[src/rtl/sevseg_scan_ctrl.sv]
// Four-digit multiplexed seven-segment scanner with a small register file.
// Digit and hex-mask registers are double-buffered so a frame never shows a half-updated value.
module sevseg_scan_ctrl #(
  parameter int ON_CYCLES   = 100000,
  parameter int DEAD_CYCLES = 1000
) (
  input  logic       clk_100MHz,
  input  logic       reset,
  input  logic       wr_en,
  input  logic [2:0] wr_addr,
  input  logic [7:0] wr_data,
  output logic [3:0] an,
  output logic [7:0] sseg,
  output logic       frame_tick
);

  localparam int MAXC = (ON_CYCLES > DEAD_CYCLES) ? ON_CYCLES : DEAD_CYCLES;
  localparam int CW   = (MAXC > 1) ? $clog2(MAXC + 1) : 1;
  localparam logic [CW-1:0] ON_LAST   = CW'(ON_CYCLES - 1);
  localparam logic [CW-1:0] DEAD_LAST = (DEAD_CYCLES > 0) ? CW'(DEAD_CYCLES - 1) : '0;

  typedef enum logic {BLANK = 1'b0, ON = 1'b1} state_t;

  logic [3:0][7:0] dig, dig_nxt, sh_dig;
  logic [7:0]      ctrl, ctrl_nxt;
  logic [3:0]      sh_mask;
  logic            en;

  state_t          state, state_n;
  logic [1:0]      idx, idx_n;
  logic [CW-1:0]   cnt, cnt_n;

  logic [7:0]      cur, pat, sseg_d;
  logic [3:0]      an_d;

  assign en = ctrl[0];

  function automatic logic [6:0] hex_glyph(input logic [3:0] v);
    case (v)
      4'h0: hex_glyph = 7'h3F;
      4'h1: hex_glyph = 7'h06;
      4'h2: hex_glyph = 7'h5B;
      4'h3: hex_glyph = 7'h4F;
      4'h4: hex_glyph = 7'h66;
      4'h5: hex_glyph = 7'h6D;
      4'h6: hex_glyph = 7'h7D;
      4'h7: hex_glyph = 7'h07;
      4'h8: hex_glyph = 7'h7F;
      4'h9: hex_glyph = 7'h6F;
      4'hA: hex_glyph = 7'h77;
      4'hB: hex_glyph = 7'h7C;
      4'hC: hex_glyph = 7'h39;
      4'hD: hex_glyph = 7'h5E;
      4'hE: hex_glyph = 7'h79;
      default: hex_glyph = 7'h71;
    endcase
  endfunction

  always_comb begin
    dig_nxt  = dig;
    ctrl_nxt = ctrl;
    if (wr_en) begin
      if (!wr_addr[2]) dig_nxt[wr_addr[1:0]] = wr_data;
      else if (wr_addr == 3'd4) ctrl_nxt = wr_data;
    end
  end

  // While disabled the shadows follow the value the front registers are about to take,
  // so a CTRL write that enables scanning already sees the mask written with it.
  always_ff @(posedge clk_100MHz or posedge reset) begin
    if (reset) begin
      dig     <= '0;
      ctrl    <= '0;
      sh_dig  <= '0;
      sh_mask <= '0;
    end else begin
      dig  <= dig_nxt;
      ctrl <= ctrl_nxt;
      if (!en) begin
        sh_dig  <= dig_nxt;
        sh_mask <= ctrl_nxt[7:4];
      end else if (frame_tick) begin
        sh_dig  <= dig;
        sh_mask <= ctrl[7:4];
      end
    end
  end

  always_ff @(posedge clk_100MHz or posedge reset) begin
    if (reset) begin
      state <= BLANK;
      idx   <= '0;
      cnt   <= '0;
    end else begin
      state <= state_n;
      idx   <= idx_n;
      cnt   <= cnt_n;
    end
  end

  always_comb begin
    state_n = state;
    idx_n   = idx;
    cnt_n   = cnt;
    if (!en) begin
      state_n = BLANK;
      idx_n   = '0;
      cnt_n   = '0;
    end else begin
      case (state)
        BLANK: begin
          if (DEAD_CYCLES == 0 || cnt == DEAD_LAST) begin
            state_n = ON;
            cnt_n   = '0;
          end else begin
            cnt_n = cnt + CW'(1);
          end
        end
        default: begin
          if (cnt == ON_LAST) begin
            state_n = (DEAD_CYCLES == 0) ? ON : BLANK;
            idx_n   = idx + 2'd1;
            cnt_n   = '0;
          end else begin
            cnt_n = cnt + CW'(1);
          end
        end
      endcase
    end
  end

  always_comb begin
    cur        = sh_dig[idx];
    pat        = sh_mask[idx] ? {cur[7], hex_glyph(cur[3:0])} : cur;
    frame_tick = en && (state == ON) && (idx == 2'd3) && (cnt == ON_LAST);
    if (en && state == ON) begin
      an_d   = ~(4'b0001 << idx);
      sseg_d = ~pat;
    end else begin
      an_d   = 4'hF;
      sseg_d = 8'hFF;
    end
  end

  always_ff @(posedge clk_100MHz or posedge reset) begin
    if (reset) begin
      an   <= 4'hF;
      sseg <= 8'hFF;
    end else begin
      an   <= an_d;
      sseg <= sseg_d;
    end
  end

endmodule

[config.mk]
export PLATFORM = sky130hd
export DESIGN_NAME = sevseg_scan_ctrl
export DESIGN_NICKNAME = d
export VERILOG_FILES = /design/src/rtl/sevseg_scan_ctrl.sv
export SDC_FILE = /design/constraint.sdc
export NUM_CORES = 1
export LEC_CHECK = 0
export CORE_AREA = 3 3 95 115
export CTS_CLUSTER_DIAMETER = 100
export DETAILED_ROUTE_END_ITERATION = 10
export DIE_AREA = 0 0 98 118
export PLACE_DENSITY = 0.69
export SLEW_MARGIN = 20
export SYNTH_ARGS = -nofsm -noshare
export SYNTH_HDL_FRONTEND = slang
export SYNTH_SLANG_ARGS = --single-unit
[constraint.sdc]
create_clock -name clk_100MHz -period 10.05 [get_ports clk_100MHz]
set_clock_uncertainty 0.05 [all_clocks]
set_input_delay 3.015 -clock clk_100MHz [delete_from_list [all_inputs] [get_ports clk_100MHz]]
set_output_delay 3.015 -clock clk_100MHz [all_outputs]
set_load 0.1 [all_outputs]
==> run metrics <==
GRT overflow 0; # Post-CTS Setup Buffers 0; total of max-cap violations 0; initial antenna violation count 0; status completed; Clk pin slew, worst setup/hold paths 0.07 ns; Power Density 205 nW/um^2; first-pass GRT wire length 15700 um; Worst Path Required 6.99 ns; GRT met2 Usage 27.6%; Post-route DRC 0; slew margin rel. 31.6%; Top delay family on crit path buffers and inverters; P_int 0.834 mW; Filler cells 842; die width 98 um; post-route design area 5700 um^2; Synth Flop Type dfrtp_1; met3 usage in global routing 3.20%; TNS Setup 0 ns; fin crit period 5.99 ns; die area 11600 um^2; Critical-path top delay cell clkdlybuf4s50_1; post-synthesis net count 429; leading cell types in the layout, fill and taps excluded dfrtp_1 (92), mux2_2 (52), nor2_1 (47), clkdlybuf4s50_1 (26), nand2_1 (25); Post-CTS Resized 0; Avg Cell Area, Syn 12.5 um^2; Hold Crit Start cnt[0]$_DFF_PP0_; Inserted Clock Buffers 9; commonest non-fill, non-tap cell in the layout dfrtp_1; Hold Path End cnt[0]$_DFF_PP0_; FMAX 167 MHz; share of cells above drive strength 1 27.0%; Layout Area Growth over Synthesis 13.2%; Tightest Pin Transition 1.02 ns; Yosys warning count 0; GPL Wtd Cong 0.765; crit share post-route 59.6%; sequential share of the synthesized area 52.4%; Worst Reg-to-Reg Cells 5; IO Pins 27; drt wl/cell 16.5 um; clock power share 28.8%; final hold viol count 0; Layout Nets 453; M1 GR Usage 23.1%; switching part of the total 28.6%; Worst Hold Depth 1; Post-synth EDFFs 0; Post-DRT Antenna Nets 0; via/cell ratio 5.53; Reg area 2640 um^2; CP max stage delay 1.16 ns; NetSw 0.333 mW; r2r startpoint cnt[11]$_DFF_PP0_; Crit Path Class flip-flop to output pin; drt pass-1 iters 4; Lkg Pwr 2.54 nW; Final Max Slew Viols 0; number of port buffers 26; final core utilization 57.2%; Buf/Inv on CP 1; clock latency on the worst-skew pair 0.34 ns; area of the multi-input gates 2290 um^2; aggregate global-route resource usage 17.0%; non-filler cells, final 559; vias in the first global route 3162; ys async rst share 100%; H-tree depth 3; WL final 9230 um; WP data arrival 2.92 ns; placed inst area 5410 um^2; clock buffer depth 2; Synth cell types 45; crit path cell chain or4_4 -> nor2_4 -> nand2_1 -> nor3_1 -> clkdlybuf4s50_1; Initial Util 50.6%; row count 40; CP startpoint cnt[11]$_DFF_PP0_; RSZ-0062 raised after global routing false; Peak VDD IR 0.114 mV; Pwr Total 1.17 mW; Worst Path Max Fanout 5; core footprint 9960 um^2; R2R Path End sh_dig[8]$_DFFE_PP0P_; CP Capture Type output pin; flops & latches, synth 105; Hold Buf Count CTS 0; startpoint types flip-flop; CTS tree yes; Comb power frac 23.6%; reg2reg setup slack 7.17 ns; DR iter-0 viols 166; Die H 118 um; clk root buf clkbuf_16; # setup viols final 0; mapped cell area 5040 um^2; Worst Hold Class flip-flop to flip-flop; via count 3092; GR peak layer met2; Synth Instances 404; dpl hpwl 6040 um; largest net degree at the start of global routing 79; number of diodes 0; clk sinks 105; Reg power frac 47.7%; dpl cells 543
-- routing by layer --
metal | vias to the layer above | part of all wire (%)
li1 | 1488 | -
met1 | 1555 | 47
met2 | 41 | 49
met3 | 8 | 3.1
met4 | 0 | 0.89
met5 | - | 0
-- synth_stat cells (2+ instances only) --
library cell  instances  area share (%)
dfrtp_1              93              46
mux2_2               52              12
nor2_1               47             3.5
nand2_1              25             1.9
a21oi_1              22             2.2
mux2i_1              22             4.4
mux2_4               16             4.8
dfstp_2              12             6.3
clkbuf_1             11            0.82
ha_1                 11             2.7
inv_1                10            0.75
xor2_1               10             1.7
mux4_2                9             4.0
nand3_1               7            0.70
o21ai_0               6            0.60
xnor2_1               6             1.0
nand4_1               5            0.62
a31oi_1               4            0.50
and3_1                4            0.50
buf_2                 4            0.40
nor3_1                2            0.20
nor3b_1               2            0.30
o2111ai_1             2            0.35
-- worst max-delay path by stage --
stage,end,slack [ns],depth (start not counted)
3_5_place_dp,frame_tick,4.44,5
5_1_grt,frame_tick,3.94,5
2_1_floorplan,frame_tick,3.77,4
6_report,frame_tick,4.06,5
4_1_cts,frame_tick,4.05,5
3_3_place_gp,frame_tick,4.46,5
-- logic make-up (layout without fill, tap and decap cells) --
kind of cell	count (synthesis)	count (layout)	synth area share, %
compound gates	41	41	4.69
xor+xnor	16	16	2.78
fa+ha+maj	11	11	2.73
buf+inv	26	55	2.19
flops	105	105	52.4
mux	99	99	24.8
simple gates	106	106	10.4
-- flip-flops by register name (all words and copies together), names as in the netlist --
name and cells:
an 4, dig 32, sh_mask 4, sseg 8
sh_dig 32, cnt 17, idx 2, ctrl 5
state 1
-- stage by stage --
| stage | setup WS, ns | hold WS (ns) |
|---|---|---|
| detailed placement | 4.44 | 0.417 |
| floorplan | 3.77 | 0.383 |
| CTS | 4.05 | 0.424 |
| finish | 4.06 | 0.414 |
| global route | 3.94 | 0.466 |
| global placement | 4.46 | 0.407 |
-- worst register-to-register path, cell delays in order (launching register included) --
cell and delay, ns:
dfrtp_1 0.41, or4_4 0.56, nor2_4 0.18, nand4_4 0.70
mux2_4 0.61, mux2_4 0.26
-- power groups by stage --
stage	Clock [mW]	Combinational, mW	Sequential, mW
final	0.336	0.275	0.556
after global routing	0.365	0.308	0.567
after CTS	0.346	0.276	0.557
after detailed placement	0	0.275	0.565
after global placement	0	0.265	0.560
after floorplan	0	0.230	0.548
-- cell type report --
class | count | share of cell area [%]
timing repair buffer | 29 | 4.96
clock inverter | 6 | 0.856
inverter | 10 | 0.702
sequential | 105 | 46.4
multi-input combinational | 273 | 40.2
tap | 126 | 2.76
clock buffer | 10 | 4.19
Power figures use the tool's default switching activity.
